$ cat src/rtl/alu_pkg.sv
// Shared types for the registered ALU: opcode set, flag bit positions and
// the sequencing state of the top level.
package alu_pkg;

  typedef enum logic [3:0] {
    OP_ADD  = 4'd0,
    OP_SUB  = 4'd1,
    OP_ADC  = 4'd2,
    OP_SBC  = 4'd3,
    OP_AND  = 4'd4,
    OP_OR   = 4'd5,
    OP_NOT  = 4'd6,
    OP_XNOR = 4'd7,
    OP_ASR  = 4'd8,
    OP_LSL  = 4'd9,
    OP_LSR  = 4'd10,
    OP_ROL  = 4'd11,
    OP_ROR  = 4'd12,
    OP_RRC  = 4'd13,
    OP_MUL  = 4'd14,
    OP_DIVU = 4'd15
  } alu_op_t;

  localparam int FLAG_Z = 0;
  localparam int FLAG_N = 1;
  localparam int FLAG_C = 2;
  localparam int FLAG_V = 3;

  typedef enum logic {
    ST_IDLE = 1'b0,
    ST_RUN  = 1'b1
  } state_t;

endpackage

$ cat src/rtl/alu_muldiv_iter.sv
// One-bit-per-cycle unsigned multiply (shift-add) and restoring divide.
// lo/hi/fin present the outcome of the step taken on the current edge.
module alu_muldiv_iter #(
  parameter int WIDTH = 8
) (
  input  logic             clk,
  input  logic             rst,
  input  logic             go,
  input  logic             is_div,
  input  logic [WIDTH-1:0] a,
  input  logic [WIDTH-1:0] b,
  output logic             busy,
  output logic             fin,
  output logic [WIDTH-1:0] lo,
  output logic [WIDTH-1:0] hi,
  output logic             dz
);

  localparam int CW = $clog2(WIDTH);

  logic             busy_q;
  logic             div_q;
  logic [CW-1:0]    cnt_q;
  logic [WIDTH-1:0] lo_q, lo_d;
  logic [WIDTH-1:0] hi_q, hi_d;
  logic [WIDTH-1:0] b_q;
  logic [WIDTH:0]   shl;
  logic [WIDTH:0]   add;

  always_comb begin
    // NOTE: every comb output gets a default first, so no path leaves it unassigned and no latch is inferred.
    lo_d = lo_q;
    hi_d = hi_q;
    shl  = '0;
    add  = '0;
    if (div_q) begin
      shl = {hi_q, lo_q[WIDTH-1]};
      if (shl >= {1'b0, b_q}) begin
        hi_d = shl[WIDTH-1:0] - b_q;
        lo_d = {lo_q[WIDTH-2:0], 1'b1};
      end else begin
        hi_d = shl[WIDTH-1:0];
        lo_d = {lo_q[WIDTH-2:0], 1'b0};
      end
    end else begin
      add          = {1'b0, hi_q} + (lo_q[0] ? {1'b0, b_q} : '0);
      {hi_d, lo_d} = {add, lo_q[WIDTH-1:1]};
    end
  end

  // NOTE: state registers use <= so every flop samples pre-edge values; blocking = stays in comb logic.
  always_ff @(posedge clk) begin
    if (rst) begin
      // NOTE: the datapath registers are reset too so dz/lo/hi never expose X after reset.
      busy_q <= 1'b0;
      div_q  <= 1'b0;
      cnt_q  <= '0;
      lo_q   <= '0;
      hi_q   <= '0;
      b_q    <= '0;
    end else if (go && !busy_q) begin
      busy_q <= 1'b1;
      div_q  <= is_div;
      cnt_q  <= CW'(WIDTH - 1);
      lo_q   <= a;
      hi_q   <= '0;
      b_q    <= b;
    end else if (busy_q) begin
      lo_q  <= lo_d;
      hi_q  <= hi_d;
      cnt_q <= cnt_q - CW'(1);
      if (cnt_q == '0) busy_q <= 1'b0;
    end
  end

  assign busy = busy_q;
  assign fin  = busy_q && (cnt_q == '0);
  assign lo   = lo_d;
  assign hi   = hi_d;
  assign dz   = div_q && (b_q == '0);

endmodule

$ cat src/rtl/alu_seq.sv
// Registered WIDTH-bit ALU: 14 single-cycle ops plus iterative MUL/DIVU,
// with a start/done handshake and output registers held between results.
module alu_seq
  import alu_pkg::*;
#(
  parameter int WIDTH = 8
) (
  input  logic             clk,
  input  logic             rst,
  input  logic             start,
  input  alu_op_t          alu_op,
  input  logic [WIDTH-1:0] a,
  input  logic [WIDTH-1:0] b,
  input  logic             c_in,
  output logic             busy,
  output logic             done,
  output logic [WIDTH-1:0] y,
  output logic [WIDTH-1:0] y_hi,
  output logic [3:0]       flags,
  output logic             div0
);

  localparam int M = WIDTH - 1;

  state_t           state_q, state_d;
  logic             is_iter, go, wr;
  logic             it_busy, it_fin, it_dz;
  logic [WIDTH-1:0] it_lo, it_hi;
  logic [WIDTH:0]   ext, cinx;
  logic [WIDTH-1:0] res_y;
  logic             res_c, res_v;
  logic [WIDTH-1:0] y_q, y_d, y_hi_q, y_hi_d;
  logic [3:0]       flags_q, flags_d;
  logic             div0_q, div0_d, done_q;

  assign is_iter = (alu_op == OP_MUL) || (alu_op == OP_DIVU);
  assign go      = start && (state_q == ST_IDLE) && is_iter;
  assign wr      = (start && (state_q == ST_IDLE) && !is_iter) ||
                   ((state_q == ST_RUN) && it_fin);
  assign cinx    = {{WIDTH{1'b0}}, c_in};

  alu_muldiv_iter #(.WIDTH(WIDTH)) u_iter (
    .clk    (clk),
    .rst    (rst),
    .go     (go),
    .is_div (alu_op == OP_DIVU),
    .a      (a),
    .b      (b),
    .busy   (it_busy),
    .fin    (it_fin),
    .lo     (it_lo),
    .hi     (it_hi),
    .dz     (it_dz)
  );

  always_comb begin
    ext   = '0;
    res_y = '0;
    res_c = 1'b0;
    res_v = 1'b0;
    case (alu_op)
      OP_ADD, OP_ADC: begin
        ext   = {1'b0, a} + {1'b0, b} + ((alu_op == OP_ADC) ? cinx : '0);
        res_y = ext[M:0];
        res_c = ext[WIDTH];
        res_v = (a[M] == b[M]) && (res_y[M] != a[M]);
      end
      OP_SUB, OP_SBC: begin
        // The WIDTH+1-bit difference goes negative exactly when a < b (+c_in).
        ext   = {1'b0, a} - {1'b0, b} - ((alu_op == OP_SBC) ? cinx : '0);
        res_y = ext[M:0];
        res_c = ext[WIDTH];
        res_v = (a[M] != b[M]) && (res_y[M] != a[M]);
      end
      OP_AND:  res_y = a & b;
      OP_OR:   res_y = a | b;
      OP_NOT:  res_y = ~a;
      OP_XNOR: res_y = ~(a ^ b);
      OP_ASR:  res_y = {a[M], a[M:1]};
      OP_LSL:  res_y = {a[M-1:0], 1'b0};
      OP_LSR:  res_y = {1'b0, a[M:1]};
      OP_ROL:  res_y = {a[M-1:0], a[M]};
      OP_ROR:  res_y = {a[0], a[M:1]};
      OP_RRC: begin
        res_y = {c_in, a[M:1]};
        res_c = a[0];
      end
      default: ;
    endcase
  end

  always_comb begin
    state_d = state_q;
    case (state_q)
      ST_IDLE: if (go) state_d = ST_RUN;
      // Also drop back if the iterator is ever found idle, so RUN cannot stick.
      ST_RUN:  if (it_fin || !it_busy) state_d = ST_IDLE;
      default: state_d = ST_IDLE;
    endcase
  end

  always_comb begin
    y_d     = y_q;
    y_hi_d  = y_hi_q;
    flags_d = flags_q;
    div0_d  = div0_q;
    if (wr) begin
      if (state_q == ST_RUN) begin
        y_d             = it_lo;
        y_hi_d          = it_hi;
        div0_d          = it_dz;
        flags_d[FLAG_C] = 1'b0;
        flags_d[FLAG_V] = 1'b0;
      end else begin
        y_d             = res_y;
        y_hi_d          = '0;
        div0_d          = 1'b0;
        flags_d[FLAG_C] = res_c;
        flags_d[FLAG_V] = res_v;
      end
      flags_d[FLAG_Z] = (y_d == '0);
      flags_d[FLAG_N] = y_d[M];
    end
  end

  always_ff @(posedge clk) begin
    if (rst) begin
      state_q <= ST_IDLE;
      y_q     <= '0;
      y_hi_q  <= '0;
      flags_q <= '0;
      div0_q  <= 1'b0;
      done_q  <= 1'b0;
    end else begin
      state_q <= state_d;
      y_q     <= y_d;
      y_hi_q  <= y_hi_d;
      flags_q <= flags_d;
      div0_q  <= div0_d;
      done_q  <= wr;
    end
  end

  assign busy  = (state_q == ST_RUN);
  assign done  = done_q;
  assign y     = y_q;
  assign y_hi  = y_hi_q;
  assign flags = flags_q;
  assign div0  = div0_q;

endmodule

$ cat config.mk
export PLATFORM = sky130hd
export DESIGN_NAME = alu_seq
export DESIGN_NICKNAME = d
export VERILOG_FILES = /design/src/rtl/alu_pkg.sv /design/src/rtl/alu_muldiv_iter.sv /design/src/rtl/alu_seq.sv
export SDC_FILE = /design/constraint.sdc
export NUM_CORES = 1
export LEC_CHECK = 0
export CORE_AREA = 2 2 105 82
export CTS_BUF_LIST = sky130_fd_sc_hd__clkbuf_4 sky130_fd_sc_hd__clkbuf_8 sky130_fd_sc_hd__clkbuf_16
export DETAILED_ROUTE_END_ITERATION = 12
export DIE_AREA = 0 0 107 84
export DONT_BUFFER_PORTS = 1
export MAX_ROUTING_LAYER = met4
export PLACE_DENSITY = 0.74
export SYNTH_ARGS = -nofsm -noshare
export SYNTH_HDL_FRONTEND = slang
export SYNTH_SLANG_ARGS = --single-unit
$ cat constraint.sdc
create_clock -name clk -period 7.4 [get_ports clk]
set_input_delay 1.48 -clock clk [delete_from_list [all_inputs] [get_ports clk]]
set_output_delay 1.48 -clock clk [all_outputs]
set_load 0.1 [all_outputs]
# Word level (Yosys, flattened, before mapping)
# Index checks and enable logic that the tools add are counted.
totals:
  word_cells: 92
  ff_bits: 52
  inputBits: 24
  out_inout_bits: 23
op_classes:
  magnitude_cmp: 1
  n_mux: 25
  add_sub_neg: 7
  bitwise_logic: 6
  eq_ne: 19
  n_reduce_logical: 22
op_table:
  columns: ["op", "count"]
  rows:
  - ["$pmux W8 S12", 1]
  - ["$mux W8", 9]
  - ["$eq A4 B4 Y1 const B", 8]
  - ["$eq A4 B3 Y1 const B", 4]
  - ["$logic_not A8 Y1", 2]
  - ["$not A8 Y8", 2]
  - ["$add A8 B8 Y9", 1]
  - ["$add A8 B9 Y9", 1]
  - ["$add A9 B1 Y9", 1]
  - ["$ge A9 B8 Y1", 1]
  - ["$logic_and A1 B1 Y1", 9]
  - ["$mux W1", 9]
  - ["$sub A8 B8 Y9", 1]
  - ["$sub A9 B1 Y9", 1]
  - ["$and A8 B8 Y8", 1]
  - ["$eq A4 B2 Y1 const B", 2]
  - ["$or A8 B8 Y8", 1]
  - ["$sub A8 B8 Y8", 1]
  - ["$xor A8 B8 Y8", 1]
  - ["$mux W3", 2]
  - ["$reduce_or A2 Y1", 3]
  - ["$eq A4 B1 Y1 const B", 1]
  - ["$logic_not A4 Y1", 1]
  - ["$pmux W1 S2", 2]
  - ["other kinds (10)", 15]

# Logic depth before layout (Yosys ltp)
logic_depth:
  depth_word: 7
  ltp_mapped: 15
  depth_no_buf: 14

# Modules after synthesis
# From an unflattened synthesis, not the netlist that was laid out.
hier_totals:
  cells_unflattened: 602
  hier_area_um2: 4748.3
modules_own_cells:
  columns: ["module", "n_inst", "seq_area_each_um2", "area_each_um2", "cells_each"]
  rows:
  - ["alu_seq", 1, 440.4, 2560.0, 333]
  - ["alu_muldiv_iter", 1, 580.6, 2188.3, 269]

# Worst setup path before layout
# OpenSTA, ideal clock, no wires.
synth_path:
  path_type: "input port to flip-flop"
  from: "input alu_op[3]"
  to: "register flags_q[0], in the netlist flags[0]"
  arrival_time_ns: 4.406
  stages: 13
  required_ns: 7.331
  path_buffers: 2
  setup_time_ns: 0.069
  setup_slack_ns: 2.925
  cell_sequence: "buf_2 -> buf_2 -> nor2_1 -> nand3_1 -> fa_1 -> fa_1 -> mux2_2 -> a222oi_1 -> o221a_2 -> nand2_1 -> nor4_1 -> nand4b_1 -> o21ai_1"
synth_via:
  elab_chain_cells: 7
  word_cells_on_any_way: 30
  cone_classes: "2 x add/sub; 15 x eq/ne; 5 x mux; 8 x reduce/logical"
synth_lines:
  columns: ["item", "line_no", "source"]
  rows:
  - ["from (decl)", "alu_seq.sv:11", "input alu_op_t alu_op,"]
  - ["$eq A4 B2 Y1 (on tied branches)", null, null]
  - ["$mux W1 (on tied branches)", "alu_seq.sv:70, alu_seq.sv:63", null]
  - ["$sub A9 B1 Y9 or $add A9 B1 Y9 (tied branches)", "alu_seq.sv:70, alu_seq.sv:63", null]
  - ["$pmux W8 S12", "alu_seq.sv:61", "case (alu_op)"]
  - ["$mux W8", "alu_seq.sv:108", "if (state_q == ST_RUN) begin"]
  - ["$mux W8", "alu_seq.sv:107", "if (wr) begin"]
  - ["$logic_not A8 Y1", "alu_seq.sv:121", "flags_d[FLAG_Z] = (y_d == '0);"]
  - ["to (signal assigned)", "alu_seq.sv:138", "flags_q <= flags_d;"]
  - ["to (decl)", "alu_seq.sv:33", "logic [3:0] flags_q, flags_d;"]
# Several ways; a longest one is shown, not always the timed one. The select of a mux whose other input is x is not followed.
# A chain may end at the register's enable or synchronous reset.

# Worst setup path in the final report
layout_path:
  from: "input alu_op[2]"
  to: "register flags_q[0], in the netlist flags[0]"
# Same word-level chain as after synthesis.

==> qor.log <==
INFO  outcome        outcome=completed
INFO  clock_network  cts_made_buffers=5
INFO  sta            finalHoldWorstSlack=470.2ps
INFO  setup_path     cp.arrival=4740ps
INFO  cells_and_area design.final.nets=643
INFO  setup_path     critPathMaxStageDelay=550ps
INFO  grt            antenna_found_initial=0
INFO  worst_hold_path holdCritPathClass=register to register
INFO  cells_and_area layout-drive-gt1-share=5.477%
INFO  yosys          ys_dominant_reg_cell=sky130_fd_sc_hd__dfxtp_1
INFO  sta            tightestPinTransition=1134ps
INFO  routing        wl_per_cell=20.83um
INFO  grt            grt_start_max_net_pins=49
INFO  clock_network  cts_tree=yes
INFO  yosys          synth_top_cells_by_count=sky130_fd_sc_hd__nor2_1, sky130_fd_sc_hd__dfxtp_1, sky130_fd_sc_hd__ha_1
INFO  clock_network  post_cts_resize_count=0
INFO  routing        postRouteAntennaNets=0
INFO  placed_design  placement.setup.worst_slack=2622ps
INFO  power          power.density=156.4nW/um2
INFO  clock_network  clock_sink_count=51
INFO  setup_path     worst-endpoint-required=7600ps
INFO  yosys          synthDistinctLibCells=72
INFO  worst_hold_path min_delay_path_depth=1
INFO  cells_and_area layout-area-overhead-vs-synth=2.371%
INFO  routing        vias_per_cell=6.607
INFO  sta            fin_skew=6.113ps
INFO  sta            final_hold_violation_count=0
INFO  die            die_area=8988um2
INFO  setup_path     critical_path_buf_inv_count=0
INFO  yosys          synth_seq_area_share=21.99%
INFO  yosys          number_of_synthesized_register_bits=51
INFO  flow_run       max_cap_violations=0
INFO  setup_path     worst_setup_path_start_kind=input port
INFO  yosys          netlist_instances=588
INFO  clock_network  clkSlewWorstSetupHoldPaths=100ps
INFO  setup_path     r2r_start=u_iter.busy$_SDFF_PP0_
INFO  routing        wirelength=14,040um
INFO  placed_design  dp_hpwl=10,620um
INFO  routing        route.vias.total=4,453
INFO  die            die_y=84um
INFO  placed_design  placement.cell_area=4638um2
INFO  die            fp.dieW=107um
INFO  setup_path     crit_path_top_delay_cell=sky130_fd_sc_hd__nor2_1
INFO  grt            grt_overflow=0
INFO  setup_path     kind_of_critical_path=input port to register
INFO  yosys          synth_edf_count=0
INFO  power          vdd.ir_drop.worst=0.1467mV
INFO  clock_network  ctsHoldBuffers=0
INFO  grt            first_pass_grt_wire_length=22,810um
INFO  routing        drt_first_pass_iters=5
INFO  clock_network  cts_setup_buffers=0
INFO  sta            final_period_minus_worst_setup_slack=4545ps
INFO  grt            gr-usage-all-layers=33.17%
INFO  placed_design  port_buffers=0
INFO  yosys          netlist.area_leader.share=21.99%
INFO  cells_and_area nFillCells=748
INFO  die            core_area=8092um2
INFO  routing        detail_route.iter0.violations=335
INFO  worst_hold_path worstHoldEndpoint=u_iter.cnt_q[0]$_SDFFE_PP0P_
INFO  clock_network  worstSkewPairLatency=310ps
INFO  setup_path     rr_worst_depth=7
INFO  die            starting_density_of_the_core=57.38%
INFO  sta            final-setup-viol-count=0
INFO  power          p_leak=1.869nW
INFO  clock_network  cts-root-buf=sky130_fd_sc_hd__clkbuf_8
INFO  setup_path     setup.reg_to_reg.worst_slack=4100ps
INFO  setup_path     r2r_end=flags[0]$_SDFFE_PP0P_
INFO  worst_hold_path worstHoldStart=u_iter.cnt_q[0]$_SDFFE_PP0P_
INFO  yosys          synth_top_area_cell=sky130_fd_sc_hd__dfxtp_1
INFO  cells_and_area multiInputGateArea=3293um2
INFO  cells_and_area diodes=0
INFO  cells_and_area finalInstanceArea=4753um2
INFO  grt            first_global_vias=4,253
INFO  sta            rsz_0062_raised_after_global_routing=no
INFO  setup_path     worst_path_dominant_cell_family=simple AND/OR/NAND/NOR gates
INFO  sta            setup_tns=0ps
INFO  die            io_pins=47
INFO  yosys          postSynthNetCount=666
INFO  yosys          synth_async_sr_flop_share=0%
INFO  clock_network  clockBufferDepth=2
INFO  sta            min_period_over_period=61.42%
INFO  die            floorplan.rows=29
INFO  clock_network  htree_num_levels=2
INFO  setup_path     crit_path_max_fanout=17
INFO  yosys          ys_top_cells_by_area=sky130_fd_sc_hd__dfxtp_1, sky130_fd_sc_hd__ha_1, sky130_fd_sc_hd__mux2i_1
INFO  yosys          synth.avg_cell_area=7.897um2
INFO  sta            worst_slack=2855ps
INFO  sta            slew-limit-headroom=24.32%
INFO  yosys          netlist_area=4643um2
INFO  yosys          post-synth-top-count-cell=sky130_fd_sc_hd__nor2_1
INFO  setup_path     endpoint_kind=register
INFO  placed_design  gp_routability_congestion=0.9948
INFO  cells_and_area ff_latch_area=1022um2
INFO  routing        drc_errors=0
INFO  sta            timing.fmax=0.2200GHz
INFO  sta            timing_max_transition_violations_final=0
INFO  yosys          synth.yosys.warnings=0
INFO  setup_path     timing.critical_path.cells=nand2b_4 -> nor2_1 -> nand3_1 -> fa_1 -> ha_1 -> o21ai_0 -> a311oi_1 -> a31oi_1 -> xnor2_1 -> nand2_1 -> a32oi_1 -> nand4b_1 -> o21ai_1
INFO  cells_and_area post-route-util=58.74%
-- through the flow --
step / std cells / power, W
after global routing: 674 / 0.0007768
after global placement: 666 / 0.0005341
after CTS: 674 / 0.0007378
final: 674 / 0.0007435
after detailed placement: 666 / 0.0005363
after floorplan: 588 / 0.0005033
-- cell type report --
type,instances,area share [%]
Timing Repair Buffer,2,0.3159
Sequential cell,51,21.51
Clock inverter,3,0.9739
Inverter,46,3.633
Multi-Input combinational cell,459,69.28
Clock buffer,5,1.448
Tap cell,108,2.843
-- metal layers --
layer | vias up | routed length (um) | track usage [%] | share of wire [%]
met5 | - | 0 | - | 0
met4 | 0 | 72 | 3.660 | 0.51
met3 | 10 | 1622 | 9.133 | 12
met2 | 248 | 5729 | 46.21 | 41
met1 | 2114 | 6618 | 49.11 | 47
li1 | 2081 | - | - | -
-- placed cells by master, fill, tap and decap left out, types with 4 or more instances in the layout --
master,synthesis,layout
sky130_fd_sc_hd__o21ai_1,5,5
sky130_fd_sc_hd__nor2b_1,14,14
sky130_fd_sc_hd__nand2b_1,6,6
sky130_fd_sc_hd__nand3b_1,11,11
sky130_fd_sc_hd__a21oi_1,28,28
sky130_fd_sc_hd__nand2_1,36,36
sky130_fd_sc_hd__o22ai_1,5,5
sky130_fd_sc_hd__o21ai_0,28,28
sky130_fd_sc_hd__nor2_1,59,59
sky130_fd_sc_hd__and2_1,10,10
sky130_fd_sc_hd__a21o_1,8,8
sky130_fd_sc_hd__inv_1,46,46
sky130_fd_sc_hd__a22oi_1,4,4
sky130_fd_sc_hd__mux2i_1,23,23
sky130_fd_sc_hd__nor3b_1,5,5
sky130_fd_sc_hd__xor2_1,8,8
sky130_fd_sc_hd__a31oi_1,5,5
sky130_fd_sc_hd__a211oi_1,26,26
sky130_fd_sc_hd__or2_2,4,4
sky130_fd_sc_hd__clkbuf_8,0,5
sky130_fd_sc_hd__fa_1,6,6
sky130_fd_sc_hd__nand3_1,11,11
sky130_fd_sc_hd__mux2_2,4,4
sky130_fd_sc_hd__ha_1,48,48
sky130_fd_sc_hd__o21a_1,8,8
sky130_fd_sc_hd__xnor2_1,8,8
sky130_fd_sc_hd__o211ai_1,4,4
sky130_fd_sc_hd__dfxtp_1,51,50
sky130_fd_sc_hd__nor3_1,21,21
sky130_fd_sc_hd__nand4_1,4,4
-- registers in the layout, indices dropped and copies added, names as in the netlist --
register	flops
u_iter.div_q	1
flags	4
y	7
u_iter.hi_q	8
y_hi	8
div0	1
busy	1
done	1
u_iter.busy	1
u_iter.b_q	8
u_iter.lo_q	8
u_iter.cnt_q	3
-- cell families after synthesis --
kind of cell | Yosys count | synth area share [%]
buffers and inverters | 78 | 7.087
and+or+nand+nor | 198 | 21.61
xor gates and xnor gates | 16 | 3.018
AOI/OAI and AO/OA | 161 | 23.96
muxes | 30 | 6.817
DFF | 51 | 21.99
adders and majority gates | 54 | 15.52
-- worst max-delay path by stage --
stage,slack (ps),startpoint,cells after the start,endpoint
global route,2650,alu_op[2],13,flags[0]$_SDFFE_PP0P_
global placement,2710,alu_op[2],13,flags[0]$_SDFFE_PP0P_
floorplan,2920,alu_op[3],13,flags[0]$_SDFFE_PP0P_
finish,2850,alu_op[2],13,flags[0]$_SDFFE_PP0P_
detailed placement,2620,alu_op[2],12,flags[0]$_SDFFE_PP0P_
CTS,2960,alu_op[2],12,flags[0]$_SDFFE_PP0P_
-- power by group --
group / switching, W / total, W / leakage, nW / internal [W]
combinational: 0.000118 / 0.000205 / 1.40 / 0.0000870
sequential: 0.0000476 / 0.000333 / 0.415 / 0.000285
clock: 0.000103 / 0.000205 / 0.0548 / 0.000102
-- worst register-to-register path, stage by stage, from the launching register on --
cell and delay, ps:
sky130_fd_sc_hd__dfxtp_1 1090, sky130_fd_sc_hd__nand3_1 580, sky130_fd_sc_hd__and2_1 600, sky130_fd_sc_hd__nor2_1 320, sky130_fd_sc_hd__nand2_1 100, sky130_fd_sc_hd__nor4_1 280, sky130_fd_sc_hd__nand4b_1 130, sky130_fd_sc_hd__o21ai_1 150
No activity file was read; power rests on OpenSTA's default activity.
